--- src/rtl/char_rotator_if.sv ---
// rtl/char_rotator_if.sv - control/display bundle between a driver and char_rotator.
interface char_rotator_if #(
   parameter int NUM_DISP = 6,
   parameter int MSG_LEN  = 8
);
   localparam int OFF_W = (MSG_LEN > 1) ? $clog2(MSG_LEN) : 1;

   logic                    run;
   logic                    dir;
   logic                    step;
   logic                    msg_load;
   logic [3*MSG_LEN-1:0]    msg_data;
   logic [3*NUM_DISP-1:0]   codes;
   logic [OFF_W-1:0]        offset;
   logic                    tick;

   modport master (
      output run, dir, step, msg_load, msg_data,
      input  codes, offset, tick
   );

   modport slave (
      input  run, dir, step, msg_load, msg_data,
      output codes, offset, tick
   );
endinterface

--- src/rtl/char_rotator.sv ---
// rtl/char_rotator.sv - scrolling window over a message buffer of 3-bit character codes.
module char_rotator #(
   parameter int                   NUM_DISP    = 6,
   parameter int                   MSG_LEN     = 8,
   parameter int                   TICK_DIV    = 50000000,
   parameter logic [3*MSG_LEN-1:0] DEFAULT_MSG = '0
) (
   input  logic          CLOCK_50,
   input  logic          reset,
   char_rotator_if.slave bus
);
   localparam int OFF_W = (MSG_LEN > 1) ? $clog2(MSG_LEN) : 1;
   localparam int DIV_W = $clog2(TICK_DIV);
   localparam logic [OFF_W-1:0] OFF_LAST = OFF_W'(MSG_LEN - 1);
   localparam logic [DIV_W-1:0] DIV_LAST = DIV_W'(TICK_DIV - 1);

   logic [3*MSG_LEN-1:0]  msg_buf;
   logic [OFF_W-1:0]      off_q;
   logic [OFF_W-1:0]      next_off;
   logic [DIV_W-1:0]      div_cnt;
   logic                  step_q;
   logic                  tick_q;
   logic [3*NUM_DISP-1:0] codes_q;
   logic                  auto_req;
   logic                  step_req;

   // start + i never exceeds 2*MSG_LEN-2, so one conditional subtract is the modulo
   function automatic logic [3*NUM_DISP-1:0] window(
      input logic [3*MSG_LEN-1:0] msg,
      input logic [OFF_W-1:0]     start
   );
      logic [3*NUM_DISP-1:0] w;
      int k;
      w = '0;
      for (int i = 0; i < NUM_DISP; i++) begin
         k = int'(start) + i;
         if (k >= MSG_LEN) k = k - MSG_LEN;
         w[3*i +: 3] = msg[3*k +: 3];
      end
      return w;
   endfunction

   assign auto_req = bus.run && (div_cnt == DIV_LAST);
   assign step_req = !bus.run && bus.step && !step_q;

   always_comb begin
      next_off = off_q;
      if (bus.dir) begin
         next_off = (off_q == '0) ? OFF_LAST : off_q - 1'b1;
      end else begin
         next_off = (off_q == OFF_LAST) ? '0 : off_q + 1'b1;
      end
   end

   always_ff @(posedge CLOCK_50 or posedge reset) begin
      if (reset) begin
         msg_buf <= DEFAULT_MSG;
         off_q   <= '0;
         div_cnt <= '0;
         step_q  <= 1'b0;
         tick_q  <= 1'b0;
         codes_q <= window(DEFAULT_MSG, '0);
      end else begin
         step_q  <= bus.step;
         codes_q <= window(msg_buf, off_q);
         tick_q  <= 1'b0;

         if (!bus.run || div_cnt == DIV_LAST) begin
            div_cnt <= '0;
         end else begin
            div_cnt <= div_cnt + 1'b1;
         end

         // a load swallows any advance requested in the same cycle
         if (bus.msg_load) begin
            msg_buf <= bus.msg_data;
            off_q   <= '0;
            div_cnt <= '0;
         end else if (auto_req || step_req) begin
            off_q  <= next_off;
            tick_q <= 1'b1;
         end
      end
   end

   assign bus.codes  = codes_q;
   assign bus.offset = off_q;
   assign bus.tick   = tick_q;
endmodule

--- src/flat_wrapper.sv ---
// flat-port wrapper written by rule: the top's interface ports become plain ports
module char_rotator_flat 
#(
   parameter int                   NUM_DISP    = 6,
   parameter int                   MSG_LEN     = 8,
   parameter int                   TICK_DIV    = 50000000,
   parameter logic [3*MSG_LEN-1:0] DEFAULT_MSG = '0
)
  (CLOCK_50, reset, bus_run, bus_dir, bus_step, bus_msg_load, bus_msg_data, bus_codes, bus_offset, bus_tick);
  char_rotator_if #(.NUM_DISP(NUM_DISP), .MSG_LEN(MSG_LEN)) bus_i ();
  input  logic CLOCK_50;
  input  logic reset;
  input wire logic [$bits(bus_i.run)-1:0] bus_run;
  input wire logic [$bits(bus_i.dir)-1:0] bus_dir;
  input wire logic [$bits(bus_i.step)-1:0] bus_step;
  input wire logic [$bits(bus_i.msg_load)-1:0] bus_msg_load;
  input wire logic [$bits(bus_i.msg_data)-1:0] bus_msg_data;
  output wire logic [$bits(bus_i.codes)-1:0] bus_codes;
  output wire logic [$bits(bus_i.offset)-1:0] bus_offset;
  output wire logic [$bits(bus_i.tick)-1:0] bus_tick;
  assign bus_i.run = bus_run;
  assign bus_i.dir = bus_dir;
  assign bus_i.step = bus_step;
  assign bus_i.msg_load = bus_msg_load;
  assign bus_i.msg_data = bus_msg_data;
  assign bus_codes = bus_i.codes;
  assign bus_offset = bus_i.offset;
  assign bus_tick = bus_i.tick;
  char_rotator #(.NUM_DISP(NUM_DISP), .MSG_LEN(MSG_LEN), .TICK_DIV(TICK_DIV), .DEFAULT_MSG(DEFAULT_MSG)) u_core (.CLOCK_50(CLOCK_50), .reset(reset), .bus(bus_i));
endmodule
--- config.mk ---
export PLATFORM = sky130hd
export DESIGN_NAME = char_rotator_flat
export DESIGN_NICKNAME = d
export VERILOG_FILES = /design/src/rtl/char_rotator_if.sv /design/src/rtl/char_rotator.sv /design/src/flat_wrapper.sv
export SDC_FILE = /design/constraint.sdc
export NUM_CORES = 1
export LEC_CHECK = 0
export BUFFER_PORTS_ARGS = -buffer_cell sky130_fd_sc_hd__buf_2
export CORE_ASPECT_RATIO = 0.8
export CORE_MARGIN = 5
export CORE_UTILIZATION = 45
export CTS_CLUSTER_DIAMETER = 50
export DETAILED_ROUTE_END_ITERATION = 12
export PLACE_DENSITY = 0.62
export SLEW_MARGIN = 10
export SYNTH_ARGS = -nofsm -noshare
export SYNTH_HDL_FRONTEND = slang
export SYNTH_SLANG_ARGS = --single-unit
--- constraint.sdc ---
create_clock -name CLOCK_50 -period 5.8 [get_ports CLOCK_50]
set_clock_uncertainty 0.1 [all_clocks]
set_input_delay 0.29 -clock CLOCK_50 [delete_from_list [all_inputs] [get_ports CLOCK_50]]
set_output_delay 0.29 -clock CLOCK_50 [all_outputs]
set_load 0.005 [all_outputs]
==> run metrics, run 1 <==
status=completed; die area=0.0173 sq mm; Std-Cell Core Area=0.0144 sq mm; YS warnings=0; Buffers on Ports=51; Final setup viols=0; maximum level of the CTS H-tree=3; Worst Max-Slew Pin Slew=1140 ps; CP endpoint kind=flop; cell mode on critical path=ha_1; IO Pins=52; Num CTS Buffers=9; area grow syn2layout=9.41%; Post-layout nets=763; Setup Buffers After CTS=0; Overflow after GRT=0; initial antenna violation count=1; Leakage=2.99 nW; # fillers=1312; Die Y=119 microns; Cell Chain, Critical Path=inv_1 -> ha_4 -> buf_4 -> ha_1 -> ha_1 -> fa_1 -> or3_1 -> o32ai_1; Post-Syn Instances=681; setup TNS=0 ps; Slowest-stage cell, CP=buf_4; Crit path largest cell delay=690 ps; Remaining DRCs=0; EDFF count, synth=0; VDD IR max=0.152 mV; RSZ-0062 raised after global routing=no; Pwr Density=266 mW/mm^2; Crit Path Category=flop to flop; DR pass1 iterations=5; CP Max Fanout=55; clock root buffer=clkbuf_16; fin util=50.5%; Final Cycle Share=70.9%; register area=0.00183 sq mm; Starting Density=46.2%; Skew-Pair Late Insertion Delay=350 ps; Worst setup SP type=flop; DRT antenna net count=0; starting DRC count in detailed routing=685; # rows=39; maximum capacitance violations=0; CTS tree=built; RD Place Congestion=0.915; die width=146 microns; clock transition at the registers of the reported paths=60 ps; #FFs+latches synth=73; DPL Wire Length=12900 microns; Total Wirelength=18200 microns; Area after DPL=0.00692 sq mm; sequential-to-total area share from yosys stat=27.5%; Vias/cell=6.34; Avg WL per Cell=20.7 microns; Async SR Flop Fraction=100%; Hold Fails Final Rpt=0; Hold WS=69.8 ps; slew margin rel.=23.1%; Final Critical Period=4110 ps; DR vias=5575; proportion of layout cells with a drive suffix above 1=22.1%; first-pass GRT wire length=29800 microns; footprint of the multi-input gates=0.00450 sq mm; Inserted Diodes=0; Post-Syn Area=0.00665 sq mm; Crit path required time=5940 ps; number of global-route vias before repair=5327; GRT Overall Usage=21.4%; top_reg_cell synth=dfrtp_1; area of all placed cells without fillers=0.00727 sq mm; Achievable Freq=243 MHz; CTS sink cnt=73; largest net degree at the start of global routing=74; Final Non-Filler Cells=880; Synth cell types=67; Worst Path Arrival=4260 ps; Placed Cells=863; Slew Limit Fails=0; worst hold path class=primary input to flop; Max clock buf depth=2; syn avg cell area=9.76 sq um
## kinds of logic after synthesis
kind of cell	synth area share, %
and+or+nand+nor	14.6
muxes	27.1
AOI/OAI and AO/OA	12.8
buffers and inverters	5.49
DFF	27.5
adders and majority gates	8.36
xor gates and xnor gates	4.08
other	0.113
## registers in the layout (all words and copies together), names as in the netlist
name and count:
u_core.bus.offset 3, u_core.bus.codes 18, u_core.step_q 1, u_core.div_cnt 26, u_core.bus.tick 1, u_core.msg_buf 24
## worst max-delay path: cells and delay by family (launching register included)
family,cells,cell delay [ps]
DFF,1,510
AOI/OAI and AO/OA,1,290
and+or+nand+nor,1,450
buffers and inverters,2,910
adders and majority gates,4,1740
## synthesized netlist by cell type, drive strengths merged (5+ instances only)
library cell | n | share of area [%]
or3 | 6 | 0.56
nand2 | 45 | 2.5
a21o | 5 | 0.56
ha | 38 | 7.2
xnor2 | 14 | 1.8
or2 | 5 | 0.47
xor2 | 17 | 2.2
clkbuf | 39 | 2.2
mux4 | 36 | 12
a21oi | 20 | 1.5
nor3 | 9 | 0.68
a221oi | 5 | 0.66
mux2i | 61 | 9.2
buf | 24 | 2.0
nand2b | 5 | 0.47
a22oi | 10 | 1.1
mux2 | 34 | 5.8
nand3 | 21 | 1.6
a211oi | 7 | 0.79
a311oi | 5 | 0.66
nor2 | 61 | 3.4
inv | 21 | 1.2
o21ai | 17 | 1.3
nand4 | 8 | 0.75
and2 | 6 | 0.56
dfrtp | 73 | 27
and3 | 8 | 0.77
o211ai | 8 | 0.90
a31oi | 9 | 0.85
## placed cells by master (no fill, tap or decap), types with 5 or more instances in the layout
master	instances
dfrtp_1	72
mux2i_1	61
nor2_1	61
buf_2	51
nand2_1	45
ha_1	37
mux4_2	36
mux2_2	34
nand3_1	21
a21oi_1	20
inv_1	19
o21ai_0	17
xor2_1	17
xnor2_1	14
a22oi_1	10
nor3_1	9
a31oi_1	9
clkbuf_16	9
nand4_1	8
o211ai_1	8
conb_1	8
and3_1	7
a211oi_1	7
or3_1	6
and2_1	6
or2_2	5
nand2b_1	5
a311oi_1	5
a21o_1	5
a221oi_1	5
buf_4	5
## path summary, 6_finish.rpt
kind	depth (start not counted)	end	slack [ps]	start
max in group asynchronous	3	u_core.bus.offset[0]	4820	reset
hold reg to reg	1	u_core.div_cnt[0]	390	u_core.div_cnt[0]
hold / removal	2	u_core.msg_buf[16]	70	bus_msg_data[16]
min in group asynchronous	3	u_core.msg_buf[16]	120	reset
setup reg to reg	8	u_core.bus.codes[15]	1690	u_core.bus.offset[1]
setup / recovery	8	u_core.bus.codes[15]	1690	u_core.bus.offset[1]
## layer usage
layer | wire length, microns | track usage [%] | vias to the layer above
met4 | 361 | 5.99 | 0
met2 | 7680 | 30.0 | 286
met3 | 1720 | 5.28 | 34
li1 | - | - | 2545
met1 | 8450 | 32.5 | 2710
met5 | 0 | 0 | -
## repair_timing
item / 4_1_cts / 5_1_grt
hold buffers: 1 / 0
endpoints found under the hold margin: 1 / 0
setup endpoints to repair: 0 / 0
resized for setup: 0 / 0
## metrics by stage
step | total power [mW] | worst slack, ps
global route | 2.04 | 1460
detailed placement | 1.29 | 1720
global placement | 1.28 | 1880
floorplan | 1.11 | 922
finish | 1.94 | 1690
CTS | 1.94 | 1690
## power breakdown
group | leakage, nW | switching (mW) | internal, mW
sequential | 0.930 | 0.0767 | 0.565
combinational | 1.90 | 0.347 | 0.315
clock | 0.162 | 0.217 | 0.418
## layout make-up
class,count,share of cell area [%]
tap,184,3.16
inverter,21,1.08
timing repair buffer,57,4.16
sequential,73,25.1
clock buffer,10,3.15
clock inverter,6,1.48
multi-input combinational,529,61.8
Note: power is estimated with default switching activity, not from simulation.
==> run 2, diff against run 1 <==
==> constraint.sdc (replaced) <==
create_clock -name CLOCK_50 -period 3.8 [get_ports CLOCK_50]
set_clock_uncertainty 0.1 [all_clocks]
set_input_delay 0.19 -clock CLOCK_50 [delete_from_list [all_inputs] [get_ports CLOCK_50]]
set_output_delay 0.19 -clock CLOCK_50 [all_outputs]
set_load 0.005 [all_outputs]
==> run 2 against run 1 <==
Against the previous run:
- the flow now finishes with violations (negative hold slack)
- via count increased by 2.9%
- global-route usage increased by 0.93 points
- non-clock buffer count increased by 36
- sequential power increased by 54%
- wire length increased by 5.2%
- clock power increased by 35%
- worst setup slack got worse by 1400 ps
- first-iteration DRC count decreased by 0.73%
- total power increased by 49%
- cell count increased by 4.1%
- largest cell class unchanged
==> run metrics, run 2 (synthesis results as in run 1) <==
status=finished, violations left; failing checks=negative hold slack; RSZ-0062 raised after global routing=no; Die Y=119 microns (unchanged); IO Pins=52 (unchanged); Inserted Diodes=0 (unchanged); Vias/cell=6.27 (-1.1%); CP bufs+invs=1 (-1); most frequent cells in the layout=72 x dfrtp_1, 61 x mux2i_1, 61 x nor2_1, 51 x buf_2, 45 x nand2_1; Final Cycle Share=93.0% (+22 points); post-CTS sizing=0 (unchanged); Hold Fails Final Rpt=33 (+33); proportion of layout cells with a drive suffix above 1=22.7% (+0.55 points); Avg WL per Cell=20.9 microns (+1.1%); CP Max Fanout=11 (-80%); Skew-Pair Late Insertion Delay=350 ps (about the same); Hold WS=-27.6 ps (-97.4 ps); CP endpoint kind=flop; Area after DPL=0.00703 sq mm (+1.5%); slew margin rel.=34.0% (+11 points); Std-Cell Core Area=0.0144 sq mm (unchanged); CTS tree=built; Leakage=3.13 nW (+4.8%); commonest non-fill, non-tap cell in the layout=dfrtp_1; Biggest register=u_core.div_cnt; Worst Max-Slew Pin Slew=988 ps (-155 ps); number of global-route vias before repair=5544 (+4.1%); area of all placed cells without fillers=0.00758 sq mm (+4.2%); DRT antenna net count=0 (unchanged); Starting Density=46.2% (unchanged); FF-to-FF End=u_core.bus.codes[15]; Crit path largest cell delay=610 ps (-80 ps); die area=0.0173 sq mm (unchanged); Remaining DRCs=0 (unchanged); Num CTS Buffers=9 (unchanged); # fillers=1273 (-3.0%); maximum capacitance violations=0 (unchanged); Overflow after GRT=0 (unchanged); VDD IR max=0.259 mV (+71%); r2r setup slk=270 ps (-1420 ps); Final setup viols=0 (unchanged); Worst setup SP type=flop; Slew Limit Fails=0 (unchanged); # rows=39 (unchanged); DR vias=5739 (+2.9%); Achievable Freq=283 MHz (+16%); largest net degree at the start of global routing=79 (+6.8%); worst hold path class=primary input to asynchronous set/reset pin; starting DRC count in detailed routing=680 (-0.73%); Buffers on Ports=51 (unchanged); maximum level of the CTS H-tree=3 (unchanged); DR pass1 iterations=6 (+1); setup TNS=0 ps (unchanged); Crit path required time=3880 ps (-2060 ps); Pwr Density=382 mW/mm^2 (+43%); Crit path max-delay family=adder cells; Worst Path Arrival=3610 ps (-650 ps); GRT Overall Usage=22.3% (+0.93 points); Crit Path Category=flop to flop; DPL Wire Length=13600 microns (+5.1%); Slowest-stage cell, CP=fa_1; Total Wirelength=19200 microns (+5.2%); cell mode on critical path=ha_1; clock root buffer=clkbuf_16; die width=146 microns (unchanged); Largest register FFs=26 (unchanged); first-pass GRT wire length=30600 microns (+2.9%); area grow syn2layout=14.0%; Max clock buf depth=2 (unchanged); CTS sink cnt=73 (unchanged); Post-layout nets=799 (+4.7%); Final Critical Period=3530 ps (-582 ps); clock transition at the registers of the reported paths=60 ps (about the same); cells on worst reg2reg path=8 (unchanged); Cell Chain, Critical Path=ha_1 -> ha_1 -> inv_1 -> ha_1 -> ha_1 -> fa_1 -> or3_1 -> o32ai_1; initial antenna violation count=0 (-1); RD Place Congestion=1.00 (+9.3%); r2r startpoint=u_core.bus.offset[1]
## run 2: cell count changes in the layout (fill, tap and decap cells not counted)
| cell | before | now |
|---|---|---|
| dlygate4sd3_1 | 1 | 25 |
| buf_4 | 5 | 16 |
| bufinv_16 | 3 | 1 |
| buf_12 | 0 | 1 |
| clkbuf_8 | 0 | 1 |
| clkinvlp_4 | 1 | 2 |
| inv_2 | 2 | 1 |
| inv_4 | 0 | 1 |
## run 2: how the worst max path moves through the flow
stage,from,to,slack [ps],cells past startpoint
2_1_floorplan,u_core.bus.offset[0],u_core.bus.codes[9],10,17
3_3_place_gp,u_core.bus.offset[1],u_core.bus.codes[15],460,8
3_5_place_dp,u_core.bus.offset[1],u_core.bus.codes[4],340,11
4_1_cts,u_core.bus.offset[1],u_core.bus.codes[4],300,11
5_1_grt,u_core.bus.offset[1],u_core.bus.codes[6],100,9
6_report,u_core.bus.offset[1],u_core.bus.codes[15],270,8
## run 2: report_power, final
part,internal (mW),total [mW],switching (mW)
combinational,0.513,1.05,0.533
clock,0.524,0.858,0.335
sequential,0.862,0.988,0.126
## run 2: worst register-to-register path, cell delays in order (launching register included)
cell and delay [ps]:
dfrtp_1 510, ha_1 310, ha_1 260, inv_1 150
ha_1 260, ha_1 230, fa_1 610, or3_1 450
o32ai_1 500
## run 2: routing by layer
layer  up-vias  part of all wire, %  GRT usage [%]
met5         -                    0              0
met2       292                   43           32.0
met4         0                  2.1           7.53
met3        30                  9.3           5.16
li1       2613                    -              -
met1      2804                   46           33.1
## run 2: area by class of cell
| type | count | area, sq um | share of cell area [%] |
|---|---|---|---|
| Multi-Input combinational cell | 529 | 4500 | 59.3 |
| Tap cell | 184 | 230 | 3.04 |
| Timing Repair Buffer | 93 | 646 | 8.52 |
| Sequential cell | 73 | 1830 | 24.1 |
| Clock buffer | 11 | 243 | 3.20 |
| Inverter | 21 | 81.3 | 1.07 |
| Clock inverter | 5 | 55.1 | 0.726 |
## run 2: through the flow
stage | hold slack [ps] | setup slack (ps) | instances | utilization [%] | power, mW
6_report | -27.6 | 267 | 916 | 52.7 | 2.89
3_3_place_gp | 232 | 463 | 875 | 48.8 | 1.99
3_5_place_dp | 232 | 342 | 875 | 48.8 | 2.01
5_1_grt | 85.7 | 103 | 916 | 52.7 | 3.04
4_1_cts | 7.21 | 296 | 916 | 52.6 | 2.90
2_1_floorplan | 121 | 14.7 | 687 | - | 1.72
## run 2: timing repair
action / 4_1_cts / 5_1_grt
buffers inserted: 0 / 0
endpoints found under the hold margin: 25 / 0
hold buffers: 25 / 0
==> run 3, diff against run 2 <==
--- a/config.mk
+++ b/config.mk
@@ -11,7 +11,7 @@
 export CORE_UTILIZATION = 45
 export CTS_CLUSTER_DIAMETER = 50
 export DETAILED_ROUTE_END_ITERATION = 12
-export PLACE_DENSITY = 0.62
+export GPL_TIMING_DRIVEN = 0
 export SLEW_MARGIN = 10
 export SYNTH_ARGS = -nofsm -noshare
 export SYNTH_HDL_FRONTEND = slang
==> run 3 against run 2 <==
Against the previous run:
- the flow now finishes without violations
- wire length increased by 14%
- hold slack improved by 130 ps
- sequential cell count unchanged
- cell count increased by 6.4%
- via count increased by 7.0%
- total power increased by 5.6%
- critical path depth increased by 4
- first-iteration DRC count increased by 9.9%
- global-route usage increased by 3.0 points
- die area unchanged
- clock-buffer cell count unchanged
- critical path type unchanged
- critical endpoint is now u_core.bus.codes[4]
- highest routed layer unchanged
==> run metrics, run 3 (synthesis results as in run 1) <==
met3 WL=2290 microns (+29%); Overflow after GRT=0 (unchanged); Vias/cell=6.30 (+0.48%); RD Place Congestion=0.983 (-1.7%); Avg WL per Cell=22.5 microns (+7.3%); Crit path largest cell delay=620 ps (about the same); Final Non-Filler Cells=975 (+6.4%); CP Max Fanout=5 (-6); IO Pins=52 (unchanged); met2 wire length=9250 microns (+12%); Total Wirelength=21900 microns (+14%); hold_sp=bus_dir; RSZ-0062 raised after global routing=no; clock root buffer=clkbuf_16; slew margin rel.=19.0% (-15 points); initial antenna violation count=1 (+1); worst hold path class=primary input to flop; CP endpoint kind=flop; r2r setup slk=100 ps (-160 ps); cells on worst reg2reg path=12 (+4); commonest non-fill, non-tap cell in the layout=dfrtp_1; Final Critical Period=3700 ps (+164 ps); first-pass GRT wire length=34300 microns (+12%); Leakage=3.31 nW (+5.8%); Post-layout nets=858 (+7.4%); wl on met1=9940 microns (+14%); DPL Wire Length=15800 microns (+16%); Num CTS Buffers=9 (unchanged); Starting Density=46.2% (unchanged); Buffers on Ports=51 (unchanged); Pwr Density=381 mW/mm^2 (-0.23%); GRT Overall Usage=25.3% (+3.0 points); CTS sink cnt=73 (unchanged); largest net degree at the start of global routing=44 (-44%); r2r startpoint=u_core.bus.offset[0]; Inserted Diodes=0 (unchanged); DR vias=6138 (+7.0%); Crit path required time=3940 ps (+60 ps); Die Y=119 microns (unchanged); Placed Cells=923 (+5.5%); cell mode on critical path=ha_1; Skew-Pair Late Insertion Delay=350 ps (about the same); Worst setup SP type=flop; clock transition at the registers of the reported paths=60 ps (about the same); Worst Path Arrival=3840 ps (+230 ps); starting DRC count in detailed routing=747 (+9.9%); Std-Cell Core Area=0.0144 sq mm (unchanged); DR pass1 iterations=6 (unchanged); number of global-route vias before repair=5932 (+7.0%); die area=0.0173 sq mm (unchanged); fin util=55.8% (+3.1 points); Area after DPL=0.00726 sq mm (+3.3%); area of all placed cells without fillers=0.00803 sq mm (+5.9%); Hold Path Depth=4; proportion of layout cells with a drive suffix above 1=24.8% (+2.1 points); Worst Max-Slew Pin Slew=1200 ps (+215 ps); Cell Chain, Critical Path=buf_4 -> ha_1 -> ha_2 -> ha_1 -> ha_1 -> inv_1 -> fa_2 -> mux4_2 -> and2_1 -> a211oi_1 -> a21oi_1 -> a32o_1; Worst Setup Slack, final=103 ps (-164 ps); area grow syn2layout=20.7%; Worst Hold End=u_core.bus.offset[2]; Largest register FFs=26 (unchanged); status=completed; Crit Path Category=flop to flop; Slowest-stage cell, CP=fa_2; Max clock buf depth=2 (unchanged); Final Cycle Share=97.3% (+4.3 points); setup TNS=0 ps (unchanged); # rows=39 (unchanged); Slew Limit Fails=0 (unchanged); maximum level of the CTS H-tree=3 (unchanged); Hold Fails Final Rpt=0 (-100%); Achievable Freq=270 MHz (-4.4%); max layer used=met4; Hold WS=99.0 ps (+127 ps); Remaining DRCs=0 (unchanged); Setup WS pre-CTS=-698 ps (-1040 ps); die width=146 microns (unchanged); DRT antenna net count=0 (unchanged); VDD IR max=0.282 mV (+8.9%); most frequent cells in the layout=71 x dfrtp_1, 61 x mux2i_1, 61 x nor2_1, 59 x buf_2, 45 x nand2_1; maximum capacitance violations=0 (unchanged); FF-to-FF End=u_core.bus.codes[4]; power consumption=3.06 mW (+5.6%); CTS tree=built; Biggest register=u_core.div_cnt; Final setup viols=0 (unchanged)
==> run 3: timing repair <==
item                                   CTS  global route
endpoints found under the hold margin   55             0
setup buffers                            7             5
resized for setup                       18            13
setup endpoints to repair               13             7
hold buffers                            26             0
pin swaps                                3             3
==> run 3: final cells by class <==
class / instances / area (sq um)
repair buffers: 90 / 626
inverters: 21 / 92.6
plain buffers: 62 / 387
clock inverters: 5 / 63.8
flip-flops and latches: 73 / 1830
well taps: 184 / 230
multi-input cells: 529 / 4560
clock buffers: 11 / 243
fillers: 1260 / 6370
==> run 3: per-layer routing <==
metal	global-route usage [%]	vias to the layer above
met5	0	-
met4	7.06	0
met3	6.58	32
met2	36.2	356
met1	37.7	3021
li1	-	2729
==> run 3: where the power goes <==
part | total (mW) | internal, mW | leakage [nW] | switching [mW]
sequential | 0.904 | 0.863 | 0.929 | 0.0405
clock | 0.892 | 0.531 | 0.146 | 0.361
combinational | 1.26 | 0.574 | 2.24 | 0.686
total | 3.06 | 1.97 | 3.31 | 1.09
==> run 3: worst max-delay path by stage <==
stage                               startpoint                   end
after global routing      u_core.bus.offset[0]   u_core.bus.codes[4]
after global placement    u_core.bus.offset[0]  u_core.bus.codes[10]
after CTS                 u_core.bus.offset[0]   u_core.bus.codes[9]
after detailed placement  u_core.bus.offset[0]   u_core.bus.codes[9]
final                     u_core.bus.offset[0]   u_core.bus.codes[4]
after floorplan           u_core.bus.offset[0]   u_core.bus.codes[9]
==> run 3: critical path, delay by kind of cell, from the launching register on <==
kind,cells,cell delay (ps)
AND/OR/NAND/NOR,1,180
buffers and inverters,2,230
flip-flops,1,430
AO/OA/AOI/OAI,3,590
multiplexers,1,330
adder cells (fa/ha/maj),5,1690
